--- config.mk ---
export PLATFORM = sky130hd
export DESIGN_NAME = ssd_scan_ctrl
export DESIGN_NICKNAME = d
export VERILOG_FILES = /design/src/rtl/ssd_scan_ctrl.sv
export SDC_FILE = /design/constraint.sdc
export NUM_CORES = 1
export LEC_CHECK = 0
export ABC_AREA = 1
export BUFFER_PORTS_ARGS = -buffer_cell sky130_fd_sc_hd__clkbuf_2
export CAP_MARGIN = 0
export CORE_AREA = 8 8 107 109
export CTS_BUF_LIST = sky130_fd_sc_hd__clkbuf_8
export CTS_CLUSTER_SIZE = 20
export DETAILED_ROUTE_END_ITERATION = 10
export DIE_AREA = 0 0 115 117
export GPL_ROUTABILITY_DRIVEN = 1
export PLACE_DENSITY_LB_ADDON = 0.1
export RECOVER_POWER = 25
export REMOVE_ABC_BUFFERS = 1
export SKIP_LAST_GASP = 1
export SLEW_MARGIN = 25
export SYNTH_ARGS = -nofsm -noshare
export SYNTH_HDL_FRONTEND = slang
export SYNTH_SLANG_ARGS = --single-unit
--- constraint.sdc ---
create_clock -name Clk -period 2.9 [get_ports Clk]
set_input_delay 0.58 -clock Clk [delete_from_list [all_inputs] [get_ports Clk]]
set_output_delay 0.58 -clock Clk [all_outputs]
set_load 0.01 [all_outputs]
--- src/rtl/ssd_scan_ctrl.sv ---
// ssd_scan_ctrl
//   Time-multiplexed seven-segment scan controller for NUM_DIGITS hex digits
//   sharing one active-low cathode bus.
//
//   Each digit owns a slot of 2^SLOT_W clocks. A slot starts with
//   BLANK_CYCLES of dead time so the previous digit's image cannot ghost onto
//   the next one. After the dead time the anode is held low only while the top
//   four bits of the slot counter are <= the brightness value, which gives
//   in-slot PWM.
//
//   Display data is captured once per frame, in the last cycle of the last
//   slot. This keeps a frame visually consistent even if the game logic
//   updates its outputs mid-scan. Brightness is sampled at every slot start.
//   Leading-zero blanking is resolved at capture time and stored as a
//   per-digit visibility mask.
//
// Parameters
//   NUM_DIGITS   : number of digits / anodes (2..8)
//   SLOT_W       : slot length is 2^SLOT_W clocks (>= 6)
//   BLANK_CYCLES : dead time at slot start; must be < 2^(SLOT_W-4)
//
// Ports
//   Clk        : system clock
//   Reset_n    : asynchronous active-low reset
//   digits_in  : hex nibble per digit, digit i = [4i+3:4i]
//   dp_in      : decimal point request per digit (1 = lit)
//   digit_en   : per-digit enable (0 = always dark)
//   bright     : brightness, 0 = dimmest (still on) .. 15 = full slot
//   lz_blank   : leading-zero blanking enable
//   An         : anodes, active-low, registered
//   Seg        : cathodes {a,b,c,d,e,f,g}, active-low, registered
//   Dp         : decimal point cathode, active-low, registered
//   digit_idx  : digit currently being scanned (counter-aligned)
//   frame_tick : one-cycle pulse in the shadow-capture cycle
module ssd_scan_ctrl #(
   parameter int NUM_DIGITS   = 8,
   parameter int SLOT_W       = 18,
   parameter int BLANK_CYCLES = 1024,
   parameter int IDX_W        = $clog2(NUM_DIGITS)
) (
   input  logic                    Clk,
   input  logic                    Reset_n,
   input  logic [4*NUM_DIGITS-1:0] digits_in,
   input  logic [NUM_DIGITS-1:0]   dp_in,
   input  logic [NUM_DIGITS-1:0]   digit_en,
   input  logic [3:0]              bright,
   input  logic                    lz_blank,
   output logic [NUM_DIGITS-1:0]   An,
   output logic [6:0]              Seg,
   output logic                    Dp,
   output logic [IDX_W-1:0]        digit_idx,
   output logic                    frame_tick
);

   localparam logic [IDX_W-1:0]  LAST_IDX  = IDX_W'(NUM_DIGITS - 1);
   localparam logic [SLOT_W-1:0] BLANK_END = SLOT_W'(BLANK_CYCLES);

   // Hex to active-low {a,b,c,d,e,f,g}
   function automatic logic [6:0] hex_to_seg(input logic [3:0] nib);
      logic [6:0] s;
      case (nib)
         4'h0:    s = 7'b0000001;
         4'h1:    s = 7'b1001111;
         4'h2:    s = 7'b0010010;
         4'h3:    s = 7'b0000110;
         4'h4:    s = 7'b1001100;
         4'h5:    s = 7'b0100100;
         4'h6:    s = 7'b0100000;
         4'h7:    s = 7'b0001111;
         4'h8:    s = 7'b0000000;
         4'h9:    s = 7'b0000100;
         4'hA:    s = 7'b0001000;
         4'hB:    s = 7'b1100000;
         4'hC:    s = 7'b0110001;
         4'hD:    s = 7'b1000010;
         4'hE:    s = 7'b0110000;
         default: s = 7'b0111000;
      endcase
      return s;
   endfunction

   // Counters
   logic [SLOT_W-1:0]       slot_cnt_q, slot_cnt_d;
   logic [IDX_W-1:0]        digit_idx_q, digit_idx_d;

   // Shadow state
   logic [4*NUM_DIGITS-1:0] digits_sh_q, digits_sh_d;
   logic [NUM_DIGITS-1:0]   dp_sh_q, dp_sh_d;
   logic [NUM_DIGITS-1:0]   vis_sh_q, vis_sh_d;
   logic [3:0]              bright_sh_q, bright_sh_d;

   // Registered pin drivers
   logic [NUM_DIGITS-1:0]   an_q, an_d;
   logic [6:0]              seg_q, seg_d;
   logic                    dp_pin_q, dp_pin_d;

   // Combinational helpers
   logic                    slot_wrap;
   logic                    last_digit;
   logic                    frame_cap;
   logic                    nz_above;
   logic [NUM_DIGITS-1:0]   suppress;
   logic [NUM_DIGITS-1:0]   vis_cap;
   logic [3:0]              cur_nib;
   logic                    cur_dp;
   logic                    cur_vis;
   logic                    lit;

   // Leading-zero suppression from the live inputs; only used in the capture
   // cycle, where live inputs and the new shadow values are the same thing.
   // Scanning from the top, a digit is a leading zero while no nonzero nibble
   // has been seen at or above it.
   always_comb begin
      nz_above = 1'b0;
      suppress = '0;
      for (int i = NUM_DIGITS - 1; i >= 0; i--) begin
         nz_above    = nz_above | (digits_in[4*i +: 4] != 4'h0);
         suppress[i] = lz_blank && (i != 0) && !nz_above && !dp_in[i];
      end
      vis_cap = digit_en & ~suppress;
   end

   always_comb begin
      slot_wrap  = (slot_cnt_q == '1);
      last_digit = (digit_idx_q == LAST_IDX);
      frame_cap  = slot_wrap && last_digit;

      slot_cnt_d  = slot_cnt_q + SLOT_W'(1);
      digit_idx_d = digit_idx_q;
      if (slot_wrap) begin
         digit_idx_d = last_digit ? '0 : digit_idx_q + IDX_W'(1);
      end

      bright_sh_d = slot_wrap ? bright : bright_sh_q;
      digits_sh_d = frame_cap ? digits_in : digits_sh_q;
      dp_sh_d     = frame_cap ? dp_in : dp_sh_q;
      vis_sh_d    = frame_cap ? vis_cap : vis_sh_q;

      // Mux out the shadow data of the digit being scanned
      cur_nib = 4'h0;
      cur_dp  = 1'b0;
      cur_vis = 1'b0;
      for (int i = 0; i < NUM_DIGITS; i++) begin
         if (digit_idx_q == IDX_W'(i)) begin
            cur_nib = digits_sh_q[4*i +: 4];
            cur_dp  = dp_sh_q[i];
            cur_vis = vis_sh_q[i];
         end
      end

      // Dead time first, then PWM on the top four slot-counter bits
      lit = cur_vis && (slot_cnt_q >= BLANK_END) &&
            (slot_cnt_q[SLOT_W-1 -: 4] <= bright_sh_q);

      an_d     = '1;
      seg_d    = 7'b1111111;
      dp_pin_d = 1'b1;
      if (lit) begin
         for (int i = 0; i < NUM_DIGITS; i++) begin
            if (digit_idx_q == IDX_W'(i)) begin
               an_d[i] = 1'b0;
            end
         end
         seg_d    = hex_to_seg(cur_nib);
         dp_pin_d = ~cur_dp;
      end
   end

   always_ff @(posedge Clk or negedge Reset_n) begin
      if (!Reset_n) begin
         slot_cnt_q  <= '0;
         digit_idx_q <= '0;
         digits_sh_q <= '0;
         dp_sh_q     <= '0;
         vis_sh_q    <= '0;
         bright_sh_q <= '0;
         an_q        <= '1;
         seg_q       <= 7'b1111111;
         dp_pin_q    <= 1'b1;
      end else begin
         slot_cnt_q  <= slot_cnt_d;
         digit_idx_q <= digit_idx_d;
         digits_sh_q <= digits_sh_d;
         dp_sh_q     <= dp_sh_d;
         vis_sh_q    <= vis_sh_d;
         bright_sh_q <= bright_sh_d;
         an_q        <= an_d;
         seg_q       <= seg_d;
         dp_pin_q    <= dp_pin_d;
      end
   end

   assign An         = an_q;
   assign Seg        = seg_q;
   assign Dp         = dp_pin_q;
   assign digit_idx  = digit_idx_q;
   assign frame_tick = frame_cap;

endmodule

; ---- Word level (Yosys, flattened, before mapping)
; Memory sizes are Yosys's and may differ from the RTL's.
; Cells that the tools add are included.
[totals]
wordCells = 106
inputBits = 55
out_inout_bits = 20
ff_bits = 89
rom_bits = 112
mem_count = 1
[classes]
muxes = 36
addsub = 2
bitwise_logic = 9
reduce_logical = 39
eq_ne = 8
order_cmp = 2
[mem_list]
columns = name, words, word_bits, rd, rd_ports_with_merged_regs, write_ports, line_no
row1 = (name not given), 16, 7, 1, 0, 0, 61  ; case (nib)
[ops]
columns = operator, count
row1 = two-way mux 4 bit, 8
row2 = nonzero test 4 bit, 7
row3 = two-way mux 1 bit, 25
row4 = adder 18 x 1 -> 18 bit (second input constant), 1
row5 = == test 18 bit (second input constant), 1
row6 = >= comparator 18 x 11 -> 1 bit (second input constant), 1
row7 = logical AND 1 bit, 17
row8 = logical NOT 1 bit, 14
row9 = == test 3 bit (second input constant), 4
row10 = bitwise AND 8 bit, 1
row11 = two-way mux 8 bit, 1
row12 = NOT 8 bit, 1
row13 = two-way mux 7 bit, 1
row14 = == test 3 x 2 -> 1 bit (second input constant), 2
row15 = bitwise OR 1 bit, 6
row16 = <= comparator 4 bit, 1
row17 = adder 3 x 1 -> 3 bit (second input constant), 1
row18 = == test 3 x 1 -> 1 bit (second input constant), 1
row19 = logical NOT 3 bit, 1
row20 = two-way mux 3 bit, 1
row21 = NOT 1 bit, 1

; ---- Logic depth before layout (Yosys ltp)
[logic_depth]
word_depth = 12
ltp_mapped = 18
mapped_depth_nobuf = 18

; ---- Least setup slack after synthesis
; OpenSTA, ideal clock, no wires.
[synth_path]
kind = reg2out
startpoint = register slot_cnt_q[0]
endpoint = output frame_tick
arrival_time_ns = 1.746
stages_incl_launch_ff = 10
t_required_ns = 2.320
slack_ns = 0.574
n_path_buf = 0
path_cell_list = dfrtp_1 > ha_1 > nand3_2 > nor2_2 > nand3_2 > nor3b_1 > nand4_1 > nor2_1 > nand4_1 > nor2_1
[synth_between]
elab_chain_len = 2
[synth_rtl]
columns = item, line_no
row1 = start: declaration, 83  ; logic [SLOT_W-1:0] slot_cnt_q, slot_cnt_d;
row2 = start signal: assignment, 181  ; slot_cnt_q <= slot_cnt_d;
row3 = == test 18 bit, 124  ; slot_wrap = (slot_cnt_q == '1);
row4 = logical AND 1 bit, 126  ; frame_cap = slot_wrap && last_digit;
row5 = end: declaration, 52  ; output logic frame_tick
; No other way between the ends.

; ---- Worst setup path in the final report
; Ends and elaborated chain as after synthesis.

==> summary by stage <==
Die
The number of primary I/O pins is 75. In this run the standard cell core region covers 9910 um2. The total number of placement rows is 37. The floorplan step defined a die boundary enclosing 13500 um2.

The die boundary height is 117 um. For this configuration, the core starts out at a cell density of 45.6%. The floorplan die width is about 120 um.

STA
The share of the cycle needed by the critical path after routing is 92.0%. Setup violations remaining at the end of the flow were counted as 0. The worst path in the final design needs a cycle of 2.67 ns, including I/O delays and setup. Setup repair after global routing left no endpoint under its margin. The hold violation count in the final report is 0.

The clock skew is roughly 0.016 ns. The total count of max-transition violations in the final report is 43. The total negative slack for setup checks is 0 ns. The maximum clock frequency is 0.375 GHz.

In this run the tightest slew margin relative to its limit is -56.6%. The measured slew at the worst slew-check pin is around 2.3 ns.

Detailed routing
After detailed routing, the number of remaining DRC violations is 0. The number of search-and-repair iterations in the first detailed-routing pass is 4. The routed layout has 3672 vias. The number of violations reported at the end of detailed-routing iteration 0 is ~140. The via density per instance is 4.71. For this block, the routed nets add up to around 10000 um of wire.

In the final routed layout, each cell accounts on average for 13.0 um. The number of nets with antenna violations after detailed routing is 0.

Clock tree
The root buffer cell is sky130_fd_sc_hd__clkbuf_8. The buffer levels on the longest clock path is 2. The number of sinks handled by clock tree synthesis is a little under 90.

The CTS tree is built. The CTS H-tree depth is 3. For the worst-skew pair, the clock arrives at the later sink with an insertion delay of 0.35 ns. Clock-pin slew was measured on the worst setup and hold paths at 0.09 ns.

The number of clock buffers added by TritonCTS is 9. The number of buffers inserted by hold repair at cts is 0.

Setup path
For the worst setup path, the data arrival time is 2.09 ns. The capture instance of the worst register-to-register path is Seg[3]$_DFF_PN1_. The worst setup path is launched from a flip-flop.

The critical register-to-register path startpoint is digit_idx[0]$_DFFE_PN0N_. The length in cells of the worst reg-to-reg path is 15. The worst register-to-register path has a setup slack of 0.34 ns. The worst setup path is captured at an output pin. For the worst setup path, the data required time is roughly 2.3 ns. The setup path with the least slack is of type flip-flop to output pin. The maximum net fanout on the critical path is 3.

Layout
The post-route non-filler standard cell count is 779. 0 antenna diodes ended up in the layout. In the layout the commonest cells are 218 x sky130_fd_sc_hd__nand2_1, 73 x sky130_fd_sc_hd__dfrtp_1, 73 x sky130_fd_sc_hd__clkbuf_2. The area added between synthesis and finish is 16.1%.

The most common library cell in the layout ignoring fill and taps is sky130_fd_sc_hd__nand2_1. In the final layout, the share of cells above drive strength 1 is 19.6%. In the final design database the tool counted 711 nets. The utilization after layout is 53.0%.

Yosys
In this run the cell area of the synthesized design comes to about 4500 um2. Summed over all instances, the cell type with the most area after synthesis is sky130_fd_sc_hd__dfrtp_1. The count of warnings emitted by yosys is 0. Sorting the synthesized cells by area gives the leading types as sky130_fd_sc_hd__dfrtp_1 40%, sky130_fd_sc_hd__nand2_1 18%, sky130_fd_sc_hd__dfstp_2 9.3%. The sequential area share after synthesis is 49.7%. The synthesized netlist cell count is 563. The average instance area after synthesis is 8.03 um2. The portion of synthesized cell area occupied by the leading cell type is 40.4%. The synthesized netlist contains 31 unique library cells. After synthesis the netlist holds a flip-flop and latch count of 89.

Global routing
The total overflow left after global routing is 0. The maximum number of pins on one net before global-route repair is 57. The initial antenna violation count is 0. The first global-routing pass estimated ~18000 um of wire. The number of global-route vias before repair is 3841. The global-route usage over all layers is 16.3%.

Placed design
The count of buffers from port buffering is 74. Detailed placement finished with a half-perimeter wire length of between 7000 and 8000 um. The routability-driven placement congestion ratio is between 0.8 and 0.9.

The number of instances in the placed design is 760.

Power and ir drop
The worst supply voltage drop on vdd is 0.196 mV. The power per cell area is around 420 nW/um2. The design draws 2.21 mW. In this run the static leakage power is 2.71 nW.

Flow run
The number of max-cap violations is 1.

Min path
The startpoint of the most critical hold path is digit_en[0]. The path type of the worst min-delay path is primary input to flip-flop. The worst hold endpoint is vis_sh_q[0]$_DFFE_PN0P_.

The count of cells along the worst hold path is 3.

Run status
The flow ran to the end, but the final reports show violations. The final reports fail on max-capacitance violations, max-slew violations.
power breakdown:
| group | total [mW] | switching (mW) | internal [mW] |
|---|---|---|---|
| clock network | 0.896 | 0.446 | 0.450 |
| logic | 0.0776 | 0.0457 | 0.0319 |
| registers | 1.24 | 0 | 1.24 |
area by class of cell:
class / count / area, um2
Multi-Input combinational cell: 400 / 1970
Clock buffer: 11 / 151
Sequential cell: 89 / 2250
Tap cell: 136 / 170
Clock inverter: 5 / 63.8
Fill cell: 977 / 4660
Timing Repair Buffer: 81 / 430
Inverter: 57 / 214
timing repair:
action / CTS / global route
cloned: 0 / 0
endpoints found under the setup margin: 1 / 1
pin swaps: 0 / 1
resized for setup: 1 / 3
buffers inserted: 0 / 3
state kept, by name, summed over array words and instances, names as in the netlist:
register     flops
bright_sh_q      4
digit_idx        3
slot_cnt_q      18
vis_sh_q         8
dp_sh_q          8
An               8
digits_sh_q     32
Seg              7
Dp               1
through the flow:
stage / hold WS (ns) / worst slack (ns) / area (um2)
6_report: 0.434 / 0.231 / 5250
4_1_cts: 0.223 / 0.0607 / 5210
2_1_floorplan: 0.284 / -0.00602 / 4410
3_3_place_gp: 0.448 / 0.406 / 4990
3_5_place_dp: 0.454 / 0.313 / 4990
5_1_grt: 0.429 / 0.00726 / 5250
cell families after synthesis:
group / share of synthesized area (%)
AO/OA/AOI/OAI: 5.34
AND/OR/NAND/NOR: 29.6
XOR/XNOR: 3.10
adder cells (fa/ha/maj): 4.98
buffers and inverters: 7.22
flip-flops: 49.7
critical path, stage by stage, from the launching register on:
cell and delay, ns:
sky130_fd_sc_hd__dfrtp_1 0.36, sky130_fd_sc_hd__ha_1 0.20, sky130_fd_sc_hd__nand3_2 0.12, sky130_fd_sc_hd__nor2_4 0.14
sky130_fd_sc_hd__nand3_4 0.12, sky130_fd_sc_hd__nor3b_4 0.22, sky130_fd_sc_hd__nand4_1 0.14, sky130_fd_sc_hd__nor2_1 0.12
sky130_fd_sc_hd__nand4_1 0.08, sky130_fd_sc_hd__nor2_1 0.10, sky130_fd_sc_hd__clkbuf_2 0.15
how the worst max path moves through the flow:
stage | startpoint | slack [ns] | depth (start not counted) | endpoint
after global routing | digit_idx[1]$_DFFE_PN0N_ | 0.007 | 18 | Seg[1]$_DFF_PN1_
after detailed placement | slot_cnt_q[0]$_DFF_PN0_ | 0.31 | 10 | frame_tick
after CTS | slot_cnt_q[0]$_DFF_PN0_ | 0.06 | 10 | frame_tick
final | slot_cnt_q[0]$_DFF_PN0_ | 0.23 | 10 | frame_tick
after global placement | slot_cnt_q[0]$_DFF_PN0_ | 0.41 | 10 | frame_tick
after floorplan | slot_cnt_q[0]$_DFF_PN0_ | -0.006 | 10 | vis_sh_q[1]$_DFFE_PN0P_
Yosys cell counts (all sizes together):
cell and n:
nand3 43, dfrtp 73, ha 18, o31ai 2, nor3 1, xor2 11
a21oi 5, inv 56, xnor2 5, clkinv 1, nor3b 1, or2 5
o211ai 2, nand2 219, o21ai 36, buf 14, clkbuf 3, dfstp 16
nor2 39, a31oi 1, nand4 4, and2 1, nor4 7
metal layers:
layer | part of all wire (%) | track usage, % | vias up
met5 | 0 | 0 | -
met4 | 1.4 | 5.69 | 0
met3 | 3.4 | 3.08 | 11
met2 | 47 | 26.9 | 62
met1 | 48 | 21.1 | 1688
li1 | - | - | 1911
(Power assumes the default switching activity.)
